## src/rtl/puneh_pkg.sv

```systemverilog
// Shared definitions for the PUNEH execution unit: opcodes, flag bit
// positions, the controller state type and small flag helpers.
package puneh_pkg;

  localparam logic [1:0] OP_ADD = 2'b00;
  localparam logic [1:0] OP_SUB = 2'b01;
  localparam logic [1:0] OP_MUL = 2'b10;

  localparam int FLG_Z = 3;
  localparam int FLG_N = 2;
  localparam int FLG_C = 1;
  localparam int FLG_V = 0;

  typedef enum logic {
    ST_IDLE = 1'b0,
    ST_RUN  = 1'b1
  } state_t;

  // Assemble a flag vector so the bit positions always follow FLG_*.
  function automatic logic [3:0] pack_flags(input logic z, input logic n,
                                            input logic c, input logic v);
    logic [3:0] f;
    f        = '0;
    f[FLG_Z] = z;
    f[FLG_N] = n;
    f[FLG_C] = c;
    f[FLG_V] = v;
    return f;
  endfunction

  // Bits selected by mask take the new value, the rest keep the old one.
  function automatic logic [3:0] flag_merge(input logic [3:0] old_f,
                                            input logic [3:0] new_f,
                                            input logic [3:0] mask);
    return (old_f & ~mask) | (new_f & mask);
  endfunction

endpackage

```

## src/rtl/puneh_exec_unit_if.sv

```systemverilog
// Controller-facing bundle of the PUNEH execution unit.
//
// Handshake: start is a request sampled only while the unit is IDLE
// (busy=0); there is no ready and no queueing, so a start seen while busy
// is dropped. done is a single-cycle pulse, and res/res_hi/flags are
// already valid in the cycle done is high. A new start may be presented
// in the same cycle done is high.
interface puneh_exec_unit_if #(
  parameter int WIDTH = 16
);
  import puneh_pkg::*;

  logic             start;
  logic [1:0]       op;
  logic [WIDTH-1:0] in0;
  logic [WIDTH-1:0] in1;
  logic [3:0]       flag_mask;
  logic             abort;
  logic [3:0]       exp;
  logic [3:0]       obs;
  logic             busy;
  logic             done;
  logic [WIDTH-1:0] res;
  logic [WIDTH-1:0] res_hi;
  logic [3:0]       flags;
  logic             en_skp;
  state_t           dbg_state;

  modport master (
    output start, op, in0, in1, flag_mask, abort, exp, obs,
    input  busy, done, res, res_hi, flags, en_skp, dbg_state
  );

  modport slave (
    input  start, op, in0, in1, flag_mask, abort, exp, obs,
    output busy, done, res, res_hi, flags, en_skp, dbg_state
  );

endinterface

```

## src/rtl/puneh_seq_mul.sv

```systemverilog
// Iterative shift-add unsigned multiplier. go loads the operands; each
// following cycle performs one iteration. fin marks the edge on which the
// last iteration happens, and prod_hi_o/prod_lo_o carry the value the
// product registers take on that edge.
module puneh_seq_mul
  import puneh_pkg::*;
#(
  parameter int WIDTH = 16
) (
  input  logic             clk,
  input  logic             rst,
  input  logic             go_i,
  input  logic             abort_i,
  input  logic [WIDTH-1:0] a_i,
  input  logic [WIDTH-1:0] b_i,
  output logic             fin_o,
  output logic [WIDTH-1:0] prod_hi_o,
  output logic [WIDTH-1:0] prod_lo_o
);

  localparam int CW = $clog2(WIDTH);
  localparam logic [CW-1:0] LAST = CW'(WIDTH - 1);

  logic [WIDTH-1:0] mcand_q, mcand_d;
  logic [WIDTH-1:0] hi_q, hi_d;
  logic [WIDTH-1:0] lo_q, lo_d;
  logic [CW-1:0]    cnt_q, cnt_d;
  logic             active_q, active_d;

  logic [WIDTH:0]   sum;
  logic [WIDTH-1:0] step_hi;
  logic [WIDTH-1:0] step_lo;
  logic             last;

  // One iteration: conditional add into the high half, then shift the
  // whole {carry,hi,lo} right so the multiplier bits drain out of lo.
  always_comb begin
    sum     = {1'b0, hi_q} + (lo_q[0] ? {1'b0, mcand_q} : '0);
    step_hi = sum[WIDTH:1];
    step_lo = {sum[0], lo_q[WIDTH-1:1]};
    last    = (cnt_q == LAST);
    fin_o   = active_q & ~abort_i & last;
  end

  assign prod_hi_o = step_hi;
  assign prod_lo_o = step_lo;

  // Next-state of the multiplier registers: load, iterate or cancel.
  always_comb begin
    mcand_d  = mcand_q;
    hi_d     = hi_q;
    lo_d     = lo_q;
    cnt_d    = cnt_q;
    active_d = active_q;
    if (go_i) begin
      mcand_d  = a_i;
      lo_d     = b_i;
      hi_d     = '0;
      cnt_d    = '0;
      active_d = 1'b1;
    end else if (active_q) begin
      if (abort_i) begin
        active_d = 1'b0;
      end else begin
        hi_d  = step_hi;
        lo_d  = step_lo;
        cnt_d = cnt_q + CW'(1);
        if (last) active_d = 1'b0;
      end
    end
  end

  // Multiplier state registers.
  always_ff @(posedge clk or negedge rst) begin
    if (!rst) begin
      mcand_q  <= '0;
      hi_q     <= '0;
      lo_q     <= '0;
      cnt_q    <= '0;
      active_q <= 1'b0;
    end else begin
      mcand_q  <= mcand_d;
      hi_q     <= hi_d;
      lo_q     <= lo_d;
      cnt_q    <= cnt_d;
      active_q <= active_d;
    end
  end

endmodule

```

## src/rtl/puneh_exec_unit.sv

```systemverilog
// PUNEH execution unit: single-cycle ADD/SUB, iterative MUL through
// puneh_seq_mul, the Z/N/C/V status register with per-flag load mask and
// the combinational conditional-skip test.
module puneh_exec_unit
  import puneh_pkg::*;
#(
  parameter int WIDTH = 16
) (
  input  logic               clk,
  input  logic               rst,
  puneh_exec_unit_if.slave   bus
);

  state_t           state_q, state_d;
  logic             done_q, done_d;
  logic [WIDTH-1:0] res_q, res_d;
  logic [WIDTH-1:0] res_hi_q, res_hi_d;
  logic [3:0]       flags_q, flags_d;
  logic [3:0]       mask_q, mask_d;

  logic             mul_go;
  logic             mul_abort;
  logic             mul_fin;
  logic [WIDTH-1:0] mul_hi;
  logic [WIDTH-1:0] mul_lo;
  logic [3:0]       mul_flags;

  logic             is_sub;
  logic [WIDTH-1:0] b_opnd;
  logic [WIDTH:0]   as_sum;
  logic [WIDTH-1:0] as_res;
  logic [3:0]       as_flags;

  // ADD/SUB datapath; SUB is in0 + ~in1 + 1 so carry means "no borrow".
  always_comb begin
    is_sub   = (bus.op == OP_SUB);
    b_opnd   = is_sub ? ~bus.in1 : bus.in1;
    as_sum   = {1'b0, bus.in0} + {1'b0, b_opnd} + {{WIDTH{1'b0}}, is_sub};
    as_res   = as_sum[WIDTH-1:0];
    as_flags = pack_flags(as_res == '0,
                          as_res[WIDTH-1],
                          as_sum[WIDTH],
                          (bus.in0[WIDTH-1] == b_opnd[WIDTH-1]) &&
                          (as_res[WIDTH-1] != bus.in0[WIDTH-1]));
  end

  assign mul_abort = (state_q == ST_RUN) & bus.abort;

  puneh_seq_mul #(.WIDTH(WIDTH)) u_mul (
    .clk      (clk),
    .rst      (rst),
    .go_i     (mul_go),
    .abort_i  (mul_abort),
    .a_i      (bus.in0),
    .b_i      (bus.in1),
    .fin_o    (mul_fin),
    .prod_hi_o(mul_hi),
    .prod_lo_o(mul_lo)
  );

  // Flags of the finished product: carry reports a non-zero high half.
  always_comb begin
    mul_flags = pack_flags({mul_hi, mul_lo} == '0, mul_lo[WIDTH-1],
                           mul_hi != '0, 1'b0);
  end

  // Controller: next state and the result/flag register updates.
  always_comb begin
    state_d  = state_q;
    done_d   = 1'b0;
    res_d    = res_q;
    res_hi_d = res_hi_q;
    flags_d  = flags_q;
    mask_d   = mask_q;
    mul_go   = 1'b0;
    case (state_q)
      ST_IDLE: begin
        if (bus.start) begin
          if (bus.op == OP_MUL) begin
            mul_go  = 1'b1;
            mask_d  = bus.flag_mask;
            state_d = ST_RUN;
          end else begin
            res_d    = as_res;
            res_hi_d = '0;
            flags_d  = flag_merge(flags_q, as_flags, bus.flag_mask);
            done_d   = 1'b1;
          end
        end
      end
      ST_RUN: begin
        if (bus.abort) begin
          state_d = ST_IDLE;
        end else if (mul_fin) begin
          state_d  = ST_IDLE;
          res_d    = mul_lo;
          res_hi_d = mul_hi;
          flags_d  = flag_merge(flags_q, mul_flags, mask_q);
          done_d   = 1'b1;
        end
      end
      default: state_d = ST_IDLE;
    endcase
  end

  // Controller and result registers.
  always_ff @(posedge clk or negedge rst) begin
    if (!rst) begin
      state_q  <= ST_IDLE;
      done_q   <= 1'b0;
      res_q    <= '0;
      res_hi_q <= '0;
      flags_q  <= '0;
      mask_q   <= '0;
    end else begin
      state_q  <= state_d;
      done_q   <= done_d;
      res_q    <= res_d;
      res_hi_q <= res_hi_d;
      flags_q  <= flags_d;
      mask_q   <= mask_d;
    end
  end

  assign bus.busy      = (state_q == ST_RUN);
  assign bus.done      = done_q;
  assign bus.res       = res_q;
  assign bus.res_hi    = res_hi_q;
  assign bus.flags     = flags_q;
  assign bus.dbg_state = state_q;
  // Skip when any observed flag matches its expected value.
  assign bus.en_skp    = |(bus.obs & ~(flags_q ^ bus.exp));

endmodule

```

## src/flat_wrapper.sv

```systemverilog
// flat-port wrapper written by rule: the top's interface ports become plain ports
module puneh_exec_unit_flat import puneh_pkg::*;
#(
  parameter int WIDTH = 16
)
  (clk, rst, bus_start, bus_op, bus_in0, bus_in1, bus_flag_mask, bus_abort, bus_exp, bus_obs, bus_busy, bus_done, bus_res, bus_res_hi, bus_flags, bus_en_skp, bus_dbg_state);
  puneh_exec_unit_if #(.WIDTH(WIDTH)) bus_i ();
  input  logic clk;
  input  logic rst;
  input wire logic [$bits(bus_i.start)-1:0] bus_start;
  input wire logic [$bits(bus_i.op)-1:0] bus_op;
  input wire logic [$bits(bus_i.in0)-1:0] bus_in0;
  input wire logic [$bits(bus_i.in1)-1:0] bus_in1;
  input wire logic [$bits(bus_i.flag_mask)-1:0] bus_flag_mask;
  input wire logic [$bits(bus_i.abort)-1:0] bus_abort;
  input wire logic [$bits(bus_i.exp)-1:0] bus_exp;
  input wire logic [$bits(bus_i.obs)-1:0] bus_obs;
  output wire logic [$bits(bus_i.busy)-1:0] bus_busy;
  output wire logic [$bits(bus_i.done)-1:0] bus_done;
  output wire logic [$bits(bus_i.res)-1:0] bus_res;
  output wire logic [$bits(bus_i.res_hi)-1:0] bus_res_hi;
  output wire logic [$bits(bus_i.flags)-1:0] bus_flags;
  output wire logic [$bits(bus_i.en_skp)-1:0] bus_en_skp;
  output wire logic [$bits(bus_i.dbg_state)-1:0] bus_dbg_state;
  assign bus_i.start = bus_start;
  assign bus_i.op = bus_op;
  assign bus_i.in0 = bus_in0;
  assign bus_i.in1 = bus_in1;
  assign bus_i.flag_mask = bus_flag_mask;
  assign bus_i.abort = bus_abort;
  assign bus_i.exp = bus_exp;
  assign bus_i.obs = bus_obs;
  assign bus_busy = bus_i.busy;
  assign bus_done = bus_i.done;
  assign bus_res = bus_i.res;
  assign bus_res_hi = bus_i.res_hi;
  assign bus_flags = bus_i.flags;
  assign bus_en_skp = bus_i.en_skp;
  assign bus_dbg_state = bus_i.dbg_state;
  puneh_exec_unit #(.WIDTH(WIDTH)) u_core (.clk(clk), .rst(rst), .bus(bus_i));
endmodule
```

## config.mk

```make
export PLATFORM = sky130hd
export DESIGN_NAME = puneh_exec_unit_flat
export DESIGN_NICKNAME = d
export VERILOG_FILES = /design/src/rtl/puneh_pkg.sv /design/src/rtl/puneh_exec_unit_if.sv /design/src/rtl/puneh_seq_mul.sv /design/src/rtl/puneh_exec_unit.sv /design/src/flat_wrapper.sv
export SDC_FILE = /design/constraint.sdc
export NUM_CORES = 1
export LEC_CHECK = 0
export ABC_AREA = 1
export BUFFER_PORTS_ARGS = -buffer_cell sky130_fd_sc_hd__buf_2
export CAP_MARGIN = 20
export CORE_MARGIN = 2
export CORE_UTILIZATION = 60
export DETAILED_ROUTE_END_ITERATION = 10
export GPL_TIMING_DRIVEN = 0
export PLACE_DENSITY = 0.94
export SYNTH_ARGS = -nofsm -noshare
export SYNTH_HDL_FRONTEND = slang
export SYNTH_SLANG_ARGS = --single-unit
```

## constraint.sdc

```tcl
create_clock -name clk -period 4.3 [get_ports clk]
set_clock_uncertainty 0.2 [all_clocks]
set_input_delay 1.075 -clock clk [delete_from_list [all_inputs] [get_ports clk]]
set_output_delay 1.075 -clock clk [all_outputs]
set_load 0.05 [all_outputs]
```

==> flow_metrics.py, run 1 <==
metrics = {
    "status": {
        "status": "finished clean",
    },
    "cts": {
        "hold_buffers": 0,
        "root_buffer": "clkbuf_8",
        "cts.sinks": 95,
        "cts_tree": "built",
        "cts_made_buffers": 9,
        "h-tree-depth": 3,
        "clk_path_buf_depth": 2,
        "clkSlewWorstSetupHoldPaths_ps": 120,
        "worstSkewPairLatency_ps": 390,
        "cts_setup_buffers": 0,
        "cts_resized": 0,
    },
    "sta": {
        "rsz0062_at_grt": "false",
        "final-setup-viol-count": 0,
        "final-max-slew-violation-count": 0,
        "maxSlewHeadroom_pct": 56.0,
        "fin_ws_ps": 878,
        "fin_crit_ps": 3420,
        "hold_viol": 0,
        "worst_pin_slew_ps": 661,
        "timing.hold.ws_ps": 292,
        "timing.final.crit_share_pct": 79.6,
        "setup-tns-final_ps": 0,
        "fmax_ghz": 0.292,
    },
    "detailed_routing": {
        "antenna_left": 0,
        "wl_mm": 18.6,
        "drcViolationCount": 0,
        "drt-initial-drc-count": 692,
        "wire_per_inst_um": 16.2,
        "vias": 6487,
        "post_drt_via_cell_ratio": 5.66,
        "drt_first_pass_iters": 6,
    },
    "floorplan": {
        "dieArea_mm2": 0.0115,
        "die_w_um": 107,
        "ios": 90,
        "core.rowCount": 37,
        "chipHeight_um": 107,
        "start_util_pct": 61.8,
        "core-area_mm2": 0.0103,
    },
    "flow_run": {
        "maxCapViolCount": 0,
    },
    "placed_design": {
        "io_buffers": 89,
        "gp_congestion": 1.00,
        "dpl.cell_count": 1130,
        "hpwl_mm": 14.3,
        "place_ws_ps": 539,
    },
    "synth": {
        "synth_cells": 904,
        "synth_ff_type": "dfrtp_1",
        "ys_ff_latch": 95,
        "yosysWarnings": 0,
        "yosysSeqAreaShare_pct": 37.2,
        "synth_nets": 989,
        "postSynth.asyncResetShare_pct": 100,
        "yosysUniqueCellTypes": 41,
        "synth_edf_count": 0,
        "avgSynthCellArea_um2": 7.06,
        "synth_area_mm2": 0.00638,
    },
    "layout": {
        "area_delta_synth_final_pct": 13.3,
        "nets": 1090,
        "layoutNonFillerInstCount": 1146,
        "n_antenna_cell": 0,
        "drive_above_1_share_pct": 16.1,
    },
    "global_route": {
        "grt_pass1_wl_mm": 29.2,
        "antenna_found_initial": 0,
        "grtUsageTotal_pct": 33.0,
        "overflow": 0,
        "grt_start_max_net_pins": 73,
        "grt_pass1_vias": 6139,
    },
    "setup_path": {
        "end_kind": "register",
        "cp-start-kind": "input pin",
        "cp.arrival_ps": 3530,
        "crit_top_cell": "nand2_1",
        "cp_top_family": "simple AND/OR/NAND/NOR gates",
        "worstPathRequired_ps": 4410,
        "critical_path_buf_inv_count": 3,
        "slowest_delay_ps": 330,
        "cp_slowest_cell": "ha_1",
        "worst-setup-path-type": "in2reg",
        "cp_max_fo": 10,
        "crit_chain": "buf_2 -> nand2_4 -> buf_2 -> xnor2_1 -> ha_1 -> nand2_1 -> inv_1 -> nand2_1 -> nand3_1 -> nand2_1 -> nand2_1 -> nand2_1 -> nand2_1 -> nor2_1 -> nand2_1 -> nor2_1 -> nand3_1 -> nand2_1 -> nor2_1 -> nor2_1",
    },
    "power_and_ir_drop": {
        "clkPwrFrac_pct": 15.0,
        "switching_share_pct": 50.8,
        "p_int_w": 0.00204,
        "p_sw_w": 0.00211,
        "p_leak_nw": 4.01,
        "p_seq_share_pct": 32.8,
        "comb_power_share_pct": 52.2,
        "power.density_mw_per_mm2": 574,
        "finalPower_w": 0.00415,
        "ir_worst_vdd_uv": 332,
    },
    "min_path": {
        "hp-class": "reg2reg",
    },
}
worst paths after layout:
| check | start | end | slack [ps] | cells after the start |
|---|---|---|---|---|
| max | bus_op[0] | register | 880 | 20 |
| min reg2reg | u_core.bus.res_hi[7] | u_core.bus.res_hi[7] | 290 | 2 |
| max reg2reg | u_core.u_mul.lo_q[0] | register | 1130 | 19 |
| max in group asynchronous | rst | u_core.mask_q[0] | 2860 | 2 |
| min | u_core.bus.res_hi[7] | u_core.bus.res_hi[7] | 290 | 2 |
| min in group asynchronous | rst | u_core.u_mul.lo_q[8] | 380 | 1 |
worst reg2reg max path, delay by kind of cell (launching register included):
family        cells  cell delay (ps)
buf+inv           4              500
flops             1              340
simple gates     13             1400
fa+ha+maj         2              670
power groups by stage:
stage / combinational [W] / sequential [W] / clock (W)
global route: 0.00239 / 0.00138 / 0.000653
global placement: 0.00207 / 0.00135 / 0
detailed placement: 0.00212 / 0.00136 / 0
CTS: 0.00214 / 0.00135 / 0.000617
floorplan: 0.00132 / 0.00156 / 0
finish: 0.00217 / 0.00136 / 0.000623
cell usage after synthesis, types with 3 or more instances:
library cell | number | area [µm²]
nand3_1 | 38 | 190
o22ai_1 | 16 | 100
dfrtp_1 | 95 | 2380
nor3_1 | 5 | 25.0
nand2_2 | 14 | 87.6
nand3_2 | 3 | 30.0
clkbuf_1 | 13 | 48.8
o21bai_1 | 5 | 37.5
buf_2 | 7 | 35.0
nor4_1 | 4 | 25.0
nor2_2 | 10 | 62.6
o31ai_1 | 4 | 30.0
inv_1 | 116 | 435
a21oi_1 | 50 | 250
nand4_1 | 13 | 81.3
xnor2_1 | 20 | 175
nand2_1 | 289 | 1080
nor2_1 | 68 | 255
xor2_1 | 6 | 52.6
ha_1 | 33 | 413
nand3b_1 | 5 | 37.5
o21ai_0 | 51 | 255
inv_2 | 12 | 45.0
and2_1 | 4 | 25.0
per-stage QoR:
| stage | instance area (µm²) | util [%] |
|---|---|---|
| after CTS | 7230 | 70.0 |
| after detailed placement | 7030 | 68.1 |
| after floorplan | 6380 | - |
| final | 7230 | 70.0 |
| after global routing | 7230 | 70.0 |
| after global placement | 7000 | 67.8 |
cells by family after synthesis:
group | share of synthesized area (%)
compound gates | 12.0
xor+xnor | 3.57
fa+ha+maj | 7.10
buf+inv | 9.58
flops | 37.2
simple gates | 30.5
registers in the layout, summed over array words and instances, names as in the netlist, named ones only:
signal and count:
u_core.bus.done 1, u_core.bus.res 16, u_core.mask_q 4, u_core.u_mul.hi_q 16, u_core.u_mul.mcand_q 16, u_core.u_mul.cnt_q 4
u_core.u_mul.lo_q 16, u_core.bus.res_hi 16, u_core.bus.busy 1, u_core.u_mul.active_q 1
cell usage in the layout (no fill, tap or decap), types with 20 or more instances in the layout:
cell / Yosys / final
ha_1: 33 / 33
o21ai_0: 51 / 51
dfrtp_1: 95 / 95
a21oi_1: 50 / 50
nor2_1: 68 / 68
nand2_1: 289 / 289
buf_2: 7 / 95
xnor2_1: 20 / 20
inv_1: 116 / 116
nand3_1: 38 / 38
routing by layer:
metal  GRT usage (%)  up-vias  routed length [µm]
met1            40.5     2936                7080
met5               0        -                   0
met4            18.2        0                1110
met2            54.4      372                8740
met3            6.63       98                1660
li1                -     3081                   -
area by class of cell:
cell class,count,area [µm²]
buffer,25,125
clock buffer,9,124
clock inverter,7,77.6
fill,866,3090
inverter,129,487
multi-input combinational,655,3390
sequential,95,2380
tap,136,170
timing repair buffer,90,475
Power figures use the tool's default switching activity.
==> inputs of run 2 (changes only) <==
--- a/config.mk
+++ b/config.mk
@@ -9,10 +9,10 @@
 export BUFFER_PORTS_ARGS = -buffer_cell sky130_fd_sc_hd__buf_2
 export CAP_MARGIN = 20
 export CORE_MARGIN = 2
-export CORE_UTILIZATION = 60
+export CORE_UTILIZATION = 53
 export DETAILED_ROUTE_END_ITERATION = 10
 export GPL_TIMING_DRIVEN = 0
-export PLACE_DENSITY = 0.94
+export PLACE_DENSITY = 0.89
 export SYNTH_ARGS = -nofsm -noshare
 export SYNTH_HDL_FRONTEND = slang
 export SYNTH_SLANG_ARGS = --single-unit
==> constraint.sdc (replaced) <==
create_clock -name clk -period 2.95 [get_ports clk]
set_clock_uncertainty 0.2 [all_clocks]
set_input_delay 0.7375 -clock clk [delete_from_list [all_inputs] [get_ports clk]]
set_output_delay 0.7375 -clock clk [all_outputs]
set_load 0.05 [all_outputs]
==> run 2 against run 1 <==
- count of clock-buffer cells in the layout stayed put
- power is 58% higher
- clock power is 93% higher
- setup slack worse by 840 ps
- largest power group unchanged
- highest routed layer unchanged
==> flow_metrics.py, run 2 (same netlist as run 1, synthesis figures left out) <==
metrics = {
    "status": {
        "status": "finished clean",
    },
    "setup_path": {
        "end_kind": "register",
        "worst-setup-path-type": "in2reg",
        "crit_chain": "buf_6 -> inv_6 -> nand2_8 -> nand2_4 -> and2_4 -> inv_2 -> fa_2 -> inv_2 -> nand3_1 -> nand2_1 -> nand3_2 -> nand4_1 -> nand2_1 -> nor2_1 -> nand2_1 -> nor2_2 -> nand3_2 -> nand2_1 -> nor2_1 -> nor2_1",
        "cp_max_fo": 8,
        "critical_path_buf_inv_count": 4,
        "crit_top_cell": "nand2_1",
        "slowest_delay_ps": 420,
        "cp.arrival_ps": 2990,
        "cp-start-kind": "input pin",
        "cp_slowest_cell": "fa_2",
        "worstPathRequired_ps": 3030,
        "cp_top_family": "simple AND/OR/NAND/NOR gates",
    },
    "detailed_routing": {
        "drt-initial-drc-count": 819,
        "vias": 6674,
        "route.top_layer_used": "met4",
        "antenna_left": 0,
        "drt_first_pass_iters": 6,
        "wl_mm": 19.8,
        "post_drt_via_cell_ratio": 5.73,
        "drcViolationCount": 0,
        "m1WireLength_mm": 7.40,
        "route.met2.wl_mm": 9.61,
        "wl_met3_mm": 1.90,
        "wire_per_inst_um": 17.0,
    },
    "floorplan": {
        "chipHeight_um": 114,
        "dieArea_mm2": 0.0129,
        "core-area_mm2": 0.0119,
        "die_w_um": 114,
        "ios": 90,
        "core.rowCount": 40,
        "start_util_pct": 53.8,
    },
    "layout": {
        "area_delta_synth_final_pct": 21.6,
        "layout_commonest_cell": "nand2_1",
        "most-common-layout-cells": "nand2_1 (276), inv_1 (114), buf_2 (94), dfrtp_1 (94), nor2_1 (62)",
        "drive_above_1_share_pct": 22.1,
        "final_area_mm2": 0.00776,
        "nets": 1098,
        "num-fill-cells": 953,
        "regArea_mm2": 0.00238,
        "multi_input_area_mm2": 0.00371,
        "layoutNonFillerInstCount": 1164,
        "n_antenna_cell": 0,
    },
    "cts": {
        "cts_made_buffers": 9,
        "clkSlewWorstSetupHoldPaths_ps": 80,
        "h-tree-depth": 3,
        "cts.sinks": 95,
        "clk_path_buf_depth": 2,
        "worstSkewPairLatency_ps": 350,
        "root_buffer": "clkbuf_16",
        "cts_tree": "built",
        "hold_buffers": 0,
    },
    "sta": {
        "final-max-slew-violation-count": 0,
        "hold_viol": 0,
        "timing.hold.ws_ps": 133,
        "fmax_ghz": 0.344,
        "final-setup-viol-count": 0,
        "timing.final.crit_share_pct": 98.6,
        "maxSlewHeadroom_pct": 52.9,
        "worst_pin_slew_ps": 707,
        "fin_ws_ps": 40.2,
        "setup-tns-final_ps": 0,
        "fin_crit_ps": 2910,
    },
    "power_and_ir_drop": {
        "power.density_mw_per_mm2": 846,
        "ir_worst_vdd_uv": 442,
        "p_leak_nw": 4.19,
    },
    "placed_design": {
        "io_buffers": 89,
        "gp_congestion": 0.993,
        "hpwl_mm": 14.5,
        "dpl.cell_count": 1141,
        "place_ws_ps": -472,
        "post_dp_cell_area_mm2": 0.00704,
    },
    "global_route": {
        "antenna_found_initial": 0,
        "grtUsageTotal_pct": 29.6,
        "grt_pass1_vias": 6106,
        "grt_start_max_net_pins": 62,
        "grt_pass1_wl_mm": 29.9,
        "overflow": 0,
    },
    "flow_run": {
        "maxCapViolCount": 0,
    },
    "min_path": {
        "hp-class": "in2async",
    },
}
-- run 2: changes by cell type in the layout (fill, tap and decap cells not counted), sizes merged --
cell,delta
clkinvlp,-1
buf,+9
bufinv,+1
clkbuf,-1
clkinv,-1
-- run 2: layout make-up --
class                   instances  area share [%]
plain buffers                  24            1.77
clock buffers                   9            2.90
repair buffers                 99            7.30
inverters                     129            6.33
clock inverters                 6           0.886
multi-input cells             655            47.8
flip-flops and latches         95            30.6
well taps                     147            2.37
-- run 2: path summary, 6_finish.rpt --
check | start | to | slack (ps) | depth (start not counted)
setup / recovery | bus_op[1] | register | 40 | 20
hold / removal | rst | u_core.u_mul.hi_q[9] | 130 | 1
setup reg to reg | u_core.u_mul.lo_q[0] | register | 170 | 18
hold reg to reg | u_core.bus.res_hi[11] | u_core.bus.res_hi[11] | 280 | 2
max in group asynchronous | rst | u_core.u_mul.lo_q[8] | 1740 | 2
min in group clk | u_core.bus.res_hi[11] | u_core.bus.res_hi[11] | 280 | 2
-- run 2: per-stage QoR --
stage,utilization (%),total power [W]
after global routing,65.5,0.00695
after CTS,62.3,0.00629
final,65.5,0.00657
after floorplan,-,0.00420
after detailed placement,59.4,0.00506
after global placement,59.1,0.00496
-- run 2: routing by layer --
| metal | GRT usage [%] | vias to the layer above |
|---|---|---|
| met3 | 6.16 | 81 |
| met5 | 0 | - |
| met2 | 50.3 | 437 |
| met4 | 12.2 | 0 |
| met1 | 37.0 | 3054 |
| li1 | - | 3102 |
-- run 2: where the power goes --
group	switching, W	internal [W]	total (W)
Combinational	0.00231	0.00105	0.00337
Clock	0.000539	0.000662	0.00120
Sequential	0.000315	0.00169	0.00201
-- run 2: what timing repair did --
| item | 4_1_cts | 5_1_grt |
|---|---|---|
| setup endpoints to repair | 3 | 6 |
| pin swaps | 1 | 23 |
| resized for setup | 8 | 63 |
| setup buffers | 1 | 7 |
| gates cloned | 0 | 1 |
